$ cat src/rtl/theremin_led_fader.sv
// Ramps backlight brightness and two RGB LED colours toward software-loaded targets, one LSB per step.
// Optional THEREMIN_FADER_DONE_IRQ_EN adds a one-cycle DONE_IRQ pulse when a fade completes on its own.
module theremin_led_fader #(
  parameter int PRESCALE = 37500,
  parameter int RATE_W   = 8
) (
  input  logic              CLK,
  input  logic              RESET,
  input  logic              LOAD,
  input  logic [7:0]        TARGET_BRIGHTNESS,
  input  logic [11:0]       TARGET_COLOR0,
  input  logic [11:0]       TARGET_COLOR1,
  input  logic [RATE_W-1:0] FADE_RATE,
  output logic [7:0]        BACKLIGHT_BRIGHTNESS,
  output logic [11:0]       RGB_LED_COLOR0,
  output logic [11:0]       RGB_LED_COLOR1,
`ifdef THEREMIN_FADER_DONE_IRQ_EN
  output logic              DONE_IRQ,
`endif
  output logic              BUSY
);
  localparam logic [15:0] PMAX = 16'(PRESCALE - 1);

  typedef enum logic {IDLE, FADE} state_t;

  state_t                r_state;
  logic [7:0]            r_tb;
  logic [5:0][3:0]       r_tn;
  logic [RATE_W-1:0]     r_rate;
  logic [RATE_W-1:0]     r_cnt;
  logic [15:0]           r_pre;
  logic                  r_irq;

  logic [5:0][3:0]       w_cur;
  logic [5:0][3:0]       w_nn;
  logic [7:0]            w_nb;
  logic                  w_tick, w_step, w_done, w_same;

  function automatic logic [7:0] toward8(input logic [7:0] c, input logic [7:0] t);
    return (c < t) ? c + 8'd1 : (c > t) ? c - 8'd1 : c;
  endfunction

  function automatic logic [3:0] toward4(input logic [3:0] c, input logic [3:0] t);
    return (c < t) ? c + 4'd1 : (c > t) ? c - 4'd1 : c;
  endfunction

  assign w_cur = {RGB_LED_COLOR1, RGB_LED_COLOR0};
  assign w_nb  = toward8(BACKLIGHT_BRIGHTNESS, r_tb);

  for (genvar i = 0; i < 6; i++) begin : g_nib
    assign w_nn[i] = toward4(w_cur[i], r_tn[i]);
  end

  assign w_tick = (r_pre == PMAX);
  assign w_step = w_tick && (r_cnt == r_rate - 1'b1);
  assign w_done = (w_nb == r_tb) && (w_nn == r_tn);
  assign w_same = (TARGET_BRIGHTNESS == BACKLIGHT_BRIGHTNESS) &&
                  ({TARGET_COLOR1, TARGET_COLOR0} == {RGB_LED_COLOR1, RGB_LED_COLOR0});

  assign BUSY = (r_state == FADE);
`ifdef THEREMIN_FADER_DONE_IRQ_EN
  assign DONE_IRQ = r_irq;
`endif

  always_ff @(posedge CLK) begin
    if (RESET) begin
      r_state              <= IDLE;
      r_tb                 <= '0;
      r_tn                 <= '0;
      r_rate               <= '0;
      r_cnt                <= '0;
      r_pre                <= '0;
      r_irq                <= 1'b0;
      BACKLIGHT_BRIGHTNESS <= '0;
      RGB_LED_COLOR0       <= '0;
      RGB_LED_COLOR1       <= '0;
    end else begin
      r_irq <= 1'b0;
      if (LOAD) begin
        // LOAD always restarts timing; a coincident step is dropped
        r_tb   <= TARGET_BRIGHTNESS;
        r_tn   <= {TARGET_COLOR1, TARGET_COLOR0};
        r_rate <= FADE_RATE;
        r_pre  <= '0;
        r_cnt  <= '0;
        if (FADE_RATE == '0) begin
          BACKLIGHT_BRIGHTNESS <= TARGET_BRIGHTNESS;
          RGB_LED_COLOR0       <= TARGET_COLOR0;
          RGB_LED_COLOR1       <= TARGET_COLOR1;
          r_state              <= IDLE;
        end else if (w_same) begin
          r_state <= IDLE;
        end else begin
          r_state <= FADE;
        end
      end else begin
        case (r_state)
          IDLE: begin
            r_pre <= '0;
            r_cnt <= '0;
          end
          FADE: begin
            if (w_tick) begin
              r_pre <= '0;
              if (w_step) begin
                r_cnt                <= '0;
                BACKLIGHT_BRIGHTNESS <= w_nb;
                {RGB_LED_COLOR1, RGB_LED_COLOR0} <= w_nn;
                if (w_done) begin
                  r_state <= IDLE;
                  r_irq   <= 1'b1;
                end
              end else begin
                r_cnt <= r_cnt + 1'b1;
              end
            end else begin
              r_pre <= r_pre + 16'd1;
            end
          end
          default: r_state <= IDLE;
        endcase
      end
    end
  end
endmodule

$ cat config.mk
export PLATFORM = sky130hd
export DESIGN_NAME = theremin_led_fader
export DESIGN_NICKNAME = d
export VERILOG_FILES = /design/src/rtl/theremin_led_fader.sv
export SDC_FILE = /design/constraint.sdc
export NUM_CORES = 1
export LEC_CHECK = 0
export BUFFER_PORTS_ARGS = -buffer_cell sky130_fd_sc_hd__buf_2
export CORE_ASPECT_RATIO = 0.5
export CORE_MARGIN = 1.5
export CORE_UTILIZATION = 65
export CTS_CLUSTER_SIZE = 14
export DETAILED_ROUTE_END_ITERATION = 6
export PLACE_DENSITY = 0.87
export SLEW_MARGIN = 20
export SYNTH_ARGS = -nofsm -noshare
export SYNTH_HDL_FRONTEND = slang
export SYNTH_SLANG_ARGS = --single-unit
$ cat constraint.sdc
create_clock -name CLK -period 9.2 [get_ports CLK]
set_input_delay 0.92 -clock CLK [delete_from_list [all_inputs] [get_ports CLK]]
set_output_delay 0.92 -clock CLK [all_outputs]
set_load 0.01 [all_outputs]
==> results_dict.tcl, run 1 <==
set metrics [dict create \
    area_delta_synth_final_pct 9.49 \
    crit_type "reg2reg" \
    via_per_inst 6.40 \
    place.port_buffers 75 \
    fin_crit_sh 0.403 \
    clk_pin_slew_worst_paths_ns 0.07 \
    drc 5 \
    final_area_um2 7950 \
    cts_hold_buf 0 \
    p_leak_nw 3.42 \
    gr-total-overflow 0 \
    cts.sinks 97 \
    yosysTopAreaCellShare 0.267 \
    rows 27 \
    worst_slew_pin_slew_ns 0.851 \
    fmax_mhz 270 \
    routed_wl_mm 19.9 \
    cap_violations 0 \
    post_cts_buffers 0 \
    cts_buffers 9 \
    cp.required_ns 9.42 \
    syn_area_um2 7260 \
    hold_path.class "reg2reg" \
    die_h_um 77.7 \
    synth.ff_latch_count 97 \
    synthTopCellsByArea "dfxtp_1, ha_1, xnor2_1" \
    finalSetupViolCount 0 \
    cts-root-buf "clkbuf_16" \
    die_w_um 152 \
    gp_congestion 0.949 \
    grt_pass1_wl_mm 32.0 \
    end_kind "register" \
    grtUsageTotal 0.335 \
    synthArstFlopShare 0 \
    drt.antenna.violating_nets 0 \
    violations "design-rule violations" \
    htreeDepth 3 \
    hpwl_mm 14.1 \
    hold_path_depth 2 \
    peakVddDrop_uv 88.3 \
    status "finished with violations" \
    drtIter0Drc 826 \
    clk_latency_ns 0.35 \
    syn_inst 899 \
    syn-num-nets 991 \
    period_minus_slack_ns 3.71 \
    powerDensity_nw_per_um2 136 \
    r2r-end "BUSY" \
    synth_edf_count 0 \
    antenna_found_initial 0 \
    yosysTopAreaCell "dfxtp_1" \
    drv_slew 0 \
    initial_core_util 0.664 \
    cp.arrival_ns 3.92 \
    hold_path.startpoint "r_tn[17]" \
    dpl_cell_area_um2 7630 \
    n_antenna_cell 0 \
    grt_start_max_net_pins 76 \
    grt_pass1_vias 6503 \
    fin_tns_setup_ns 0 \
    whs_endpoint "r_tn[17]" \
    rsz0062_at_grt "false" \
    fin_nets 1033 \
    fin_cells 1090 \
    ys_seq_area_frac 0.267 \
    clk_path_buf_depth 2 \
    core_um2 10900 \
    vias 6978 \
    io-pin-count 76 \
    first_pass_iters 7 \
    fin_skew_ns 0.00719 \
    cts_tree "built" \
    yosys_most_used_dff "dfxtp_1" \
    r2r_start "RGB_LED_COLOR1[5]" \
    worstPathMaxFanout 9 \
    reg2regPathDepth 10 \
    cp-start-kind "register" \
    slew-limit-headroom 0.433 \
    finalHoldViolations 0 \
    syn_area_per_cell_um2 8.08 \
    dp_cells 1075 \
    die_area_um2 11900 \
    r2r_slack_ns 5.49 \
    drive_gt1_frac 0.123 \
    yosysWarningCount 0 \
    avgRoutedWirePerCell_um 18.2 \
    cts_resized 0 \
    ys_types 72 \
]
## metrics by stage
stage                      util  hold slack [ns]  total power, mW  worst slack, ns
after detailed placement  0.698            0.451            0.664             5.72
after floorplan               -            0.426            0.604             6.22
final                     0.727            0.464             1.08             5.49
after CTS                 0.727            0.468             1.07             5.64
after global routing      0.727            0.492             1.12             5.26
after global placement    0.698            0.435            0.658             5.72
## state kept, by name, summed over array words and instances, names as in the netlist
signal,count
BACKLIGHT_BRIGHTNESS,8
BUSY,1
RGB_LED_COLOR0,12
RGB_LED_COLOR1,12
r_cnt,8
r_pre,16
r_rate,8
r_tb,8
r_tn,24
## cell families (layout without fill, tap and decap cells)
| group | Yosys count | in the layout | share of synthesized area |
|---|---|---|---|
| compound gates | 180 | 180 | 0.177 |
| xor+xnor | 98 | 98 | 0.118 |
| fa+ha+maj | 49 | 49 | 0.0844 |
| buf+inv | 96 | 142 | 0.0558 |
| flops | 97 | 97 | 0.267 |
| mux | 51 | 51 | 0.0710 |
| simple gates | 328 | 328 | 0.226 |
## synth_stat cells (6+ instances only)
cell	count
a21o_1	16
a21oi_1	48
a222oi_1	16
a22oi_1	7
a31oi_1	7
and2_1	6
and3_1	16
buf_2	6
clkbuf_1	39
dfxtp_1	97
ha_1	49
inv_1	46
mux2i_1	47
nand2_1	59
nand2b_1	7
nand3_1	15
nand4_1	25
nor2_1	104
nor2b_1	9
nor3_1	36
nor4_1	11
o21a_1	7
o21ai_0	22
o21ai_1	10
or3_1	9
xnor2_1	66
xor2_1	32
## routing by layer
metal / vias up / GRT usage / wire [um]
li1: 3313 / - / -
met1: 3286 / 0.429 / 8470
met2: 324 / 0.553 / 9080
met3: 55 / 0.0799 / 1850
met4: 0 / 0.121 / 484
met5: - / 0 / 0
## critical path: stages (launching register included)
cell       delay (ns)
dfxtp_1          0.51
ha_1             0.31
nor2b_1          0.15
o211a_1          0.21
a211oi_2         0.48
mux2i_1          0.44
o22ai_1          0.15
a2111oi_0        0.72
o2111ai_1        0.22
nor3_1           0.26
a31oi_1          0.11
## cell type report
class	instances	area (um2)
Clock buffer	9	225
Clock inverter	6	92.6
Fill cell	831	2990
Inverter	46	173
Multi-Input combinational cell	706	4920
Sequential cell	97	1940
Tap cell	145	181
Timing Repair Buffer	81	420
## cells in the final DEF (no fill, tap or decap), types with 3 or more instances in the layout
cell type / count
and4_1: 4
o211ai_1: 4
o211a_1: 5
or4_1: 5
nor2b_1: 9
nand4_1: 25
or2_2: 3
nand3b_1: 3
xnor2_1: 66
xor2_1: 32
buf_2: 75
a222oi_1: 16
and2_1: 6
o21a_1: 7
clkbuf_16: 9
nor2_1: 103
a31oi_1: 7
a2111oi_0: 4
a22oi_1: 7
inv_1: 46
nand3_1: 15
mux2i_1: 47
o21ai_1: 10
mux2_2: 4
dfxtp_1: 97
a211oi_1: 4
nand2_1: 59
nor3_1: 36
a21oi_1: 48
nor4_1: 11
nand2b_1: 7
a21o_1: 16
ha_1: 49
o21ai_0: 22
nor4b_1: 4
buf_4: 6
and3_1: 16
or3_1: 9
## worst max path at each step
stage	startpoint	end	slack, ns	cells after the start
CTS	RGB_LED_COLOR1[5]	BUSY	5.64	10
global route	RGB_LED_COLOR1[5]	BUSY	5.26	10
detailed placement	LOAD	RGB_LED_COLOR0[8]	5.72	11
floorplan	RGB_LED_COLOR1[4]	BUSY	6.22	11
global placement	BACKLIGHT_BRIGHTNESS[1]	BUSY	5.72	10
finish	RGB_LED_COLOR1[5]	BUSY	5.49	10
## power breakdown
group	internal [mW]	leakage, nW	switching, mW
combinational	0.0873	2.48	0.133
clock	0.238	0.148	0.175
sequential	0.431	0.790	0.0134
Note: power is estimated with default switching activity, not from simulation.
==> run 2, diff against run 1 <==
--- a/config.mk
+++ b/config.mk
@@ -8,10 +8,10 @@
 export BUFFER_PORTS_ARGS = -buffer_cell sky130_fd_sc_hd__buf_2
 export CORE_ASPECT_RATIO = 0.5
 export CORE_MARGIN = 1.5
-export CORE_UTILIZATION = 65
+export CORE_UTILIZATION = 60
 export CTS_CLUSTER_SIZE = 14
 export DETAILED_ROUTE_END_ITERATION = 6
-export PLACE_DENSITY = 0.87
+export PLACE_DENSITY = 0.81
 export SLEW_MARGIN = 20
 export SYNTH_ARGS = -nofsm -noshare
 export SYNTH_HDL_FRONTEND = slang
==> constraint.sdc (replaced) <==
create_clock -name CLK -period 3.85 [get_ports CLK]
set_input_delay 0.385 -clock CLK [delete_from_list [all_inputs] [get_ports CLK]]
set_output_delay 0.385 -clock CLK [all_outputs]
set_load 0.01 [all_outputs]
==> results_dict.tcl, run 2 (same netlist as run 1, synthesis figures left out) <==
set metrics [dict create \
    r2r_start "RGB_LED_COLOR1[5]" \
    cts_buffers 9 \
    path_buf_inv 0 \
    peakVddDrop_uv 188 \
    place.port_buffers 75 \
    regArea_um2 1940 \
    hold_path.class "in2reg" \
    routed_wl_mm 20.0 \
    crit_path_start "RGB_LED_COLOR1[5]" \
    layout_common_cells "nor2_1, dfxtp_1, buf_2" \
    whs_endpoint "r_rate[1]" \
    worstPathMaxFanout 9 \
    avgRoutedWirePerCell_um 17.8 \
    io-pin-count 76 \
    drc 0 \
    period_minus_slack_ns 3.57 \
    worstPathCellList "ha_1 -> nor2b_1 -> nor4_1 -> nor2_1 -> xnor2_1 -> or4_1 -> a2111oi_1 -> o2111ai_1 -> nor4b_2 -> a31oi_1" \
    fill_cells 1008 \
    post_cts_buffers 0 \
    cp.required_ns 4.08 \
    clk_path_buf_depth 2 \
    initial_core_util 0.615 \
    grt_start_max_net_pins 54 \
    clk_latency_ns 0.35 \
    wl_met3_mm 1.91 \
    worst_slew_pin_slew_ns 0.833 \
    vias 6928 \
    slew-limit-headroom 0.445 \
    met1_length_mm 8.79 \
    drt.antenna.violating_nets 0 \
    drtIter0Drc 758 \
    core_um2 11800 \
    drive_gt1_frac 0.135 \
    r2r_slack_ns 0.28 \
    finalSetupViolCount 0 \
    hold_path_depth 3 \
    p_leak_nw 3.48 \
    powerDensity_nw_per_um2 315 \
    met2WireLength_mm 8.90 \
    rsz0062_at_grt "false" \
    die_h_um 80.8 \
    fin_skew_ns 0.0105 \
    grt_pass1_wl_mm 31.3 \
    cp.arrival_ns 3.80 \
    area_delta_synth_final_pct 11.0 \
    via_per_inst 6.16 \
    antenna_found_initial 1 \
    fmax_mhz 280 \
    fin_nets 1045 \
    largest_reg_flops 24 \
    end_kind "register" \
    slowest_delay_ns 0.62 \
    r2r-end "BUSY" \
    finalHoldViolations 0 \
    reg2regPathDepth 10 \
    fin_util 0.683 \
    cts.sinks 97 \
    fin_crit_sh 0.928 \
    cts_hold_buf 0 \
    largestRegisters "r_tn (24), r_pre (16)" \
    htreeDepth 3 \
    hpwl_mm 14.7 \
    gp_congestion 0.934 \
    cp_slowest_cell "a2111oi_1" \
    cp-start-kind "register" \
    top_layer "met4" \
    cts-root-buf "clkbuf_16" \
    rows 28 \
    multi_input_area_um2 4920 \
    largest_register "r_tn" \
    crit_type "reg2reg" \
    clk_pin_slew_worst_paths_ns 0.08 \
    final_common_cell "nor2_1" \
    drv_slew 0 \
    status "finished clean" \
    die_w_um 159 \
    grtUsageTotal 0.317 \
    die_area_um2 12800 \
    grt_pass1_vias 6260 \
    gr-total-overflow 0 \
    cts_resized 0 \
    hold_path.startpoint "FADE_RATE[1]" \
    fin_tns_setup_ns 0 \
    first_pass_iters 6 \
    cap_violations 0 \
    cts_tree "built" \
    crit_family "simple AND/OR/NAND/NOR gates" \
]
[run 2: final cells by class]
cell class                 count  area share
multi-input combinational    706       0.610
antenna                        1    0.000310
sequential                    97       0.241
inverter                      46      0.0214
clock inverter                 7      0.0107
clock buffer                   9      0.0279
timing repair buffer          93      0.0633
tap                          165      0.0256
[run 2: power by group]
group / switching, mW / internal (mW) / total [mW]
registers: 0.0303 / 1.03 / 1.06
clock network: 0.436 / 0.518 / 0.954
logic: 0.315 / 0.209 / 0.524
[run 2: worst max-delay path by stage]
stage	endpoint	depth (start not counted)
finish	BUSY	10
global route	BUSY	10
CTS	BUSY	10
detailed placement	BUSY	10
global placement	BUSY	10
floorplan	BUSY	11
[run 2: per-layer routing]
layer | track usage | vias to the layer above
li1 | - | 3345
met1 | 0.416 | 3250
met2 | 0.521 | 291
met3 | 0.0790 | 42
met4 | 0.0869 | 0
met5 | 0 | -
[run 2: worst min-delay path, cell delays in order]
cell and delay, ns:
buf_2 0.09, mux2i_1 0.06, nor2_1 0.07
[run 2: per-stage QoR]
| stage | setup slack (ns) | power [mW] | area, um2 | hold WS, ns | std cells |
|---|---|---|---|---|---|
| after CTS | 0.211 | 2.54 | 8060 | 0.288 | 1123 |
| after detailed placement | 0.322 | 1.59 | 7750 | 0.449 | 1107 |
| after global placement | 0.416 | 1.58 | 7750 | 0.439 | 1107 |
| after floorplan | 0.865 | 1.44 | 7260 | 0.426 | 899 |
| final | 0.278 | 2.54 | 8070 | 0.289 | 1124 |
| after global routing | 0.131 | 2.63 | 8070 | 0.298 | 1124 |
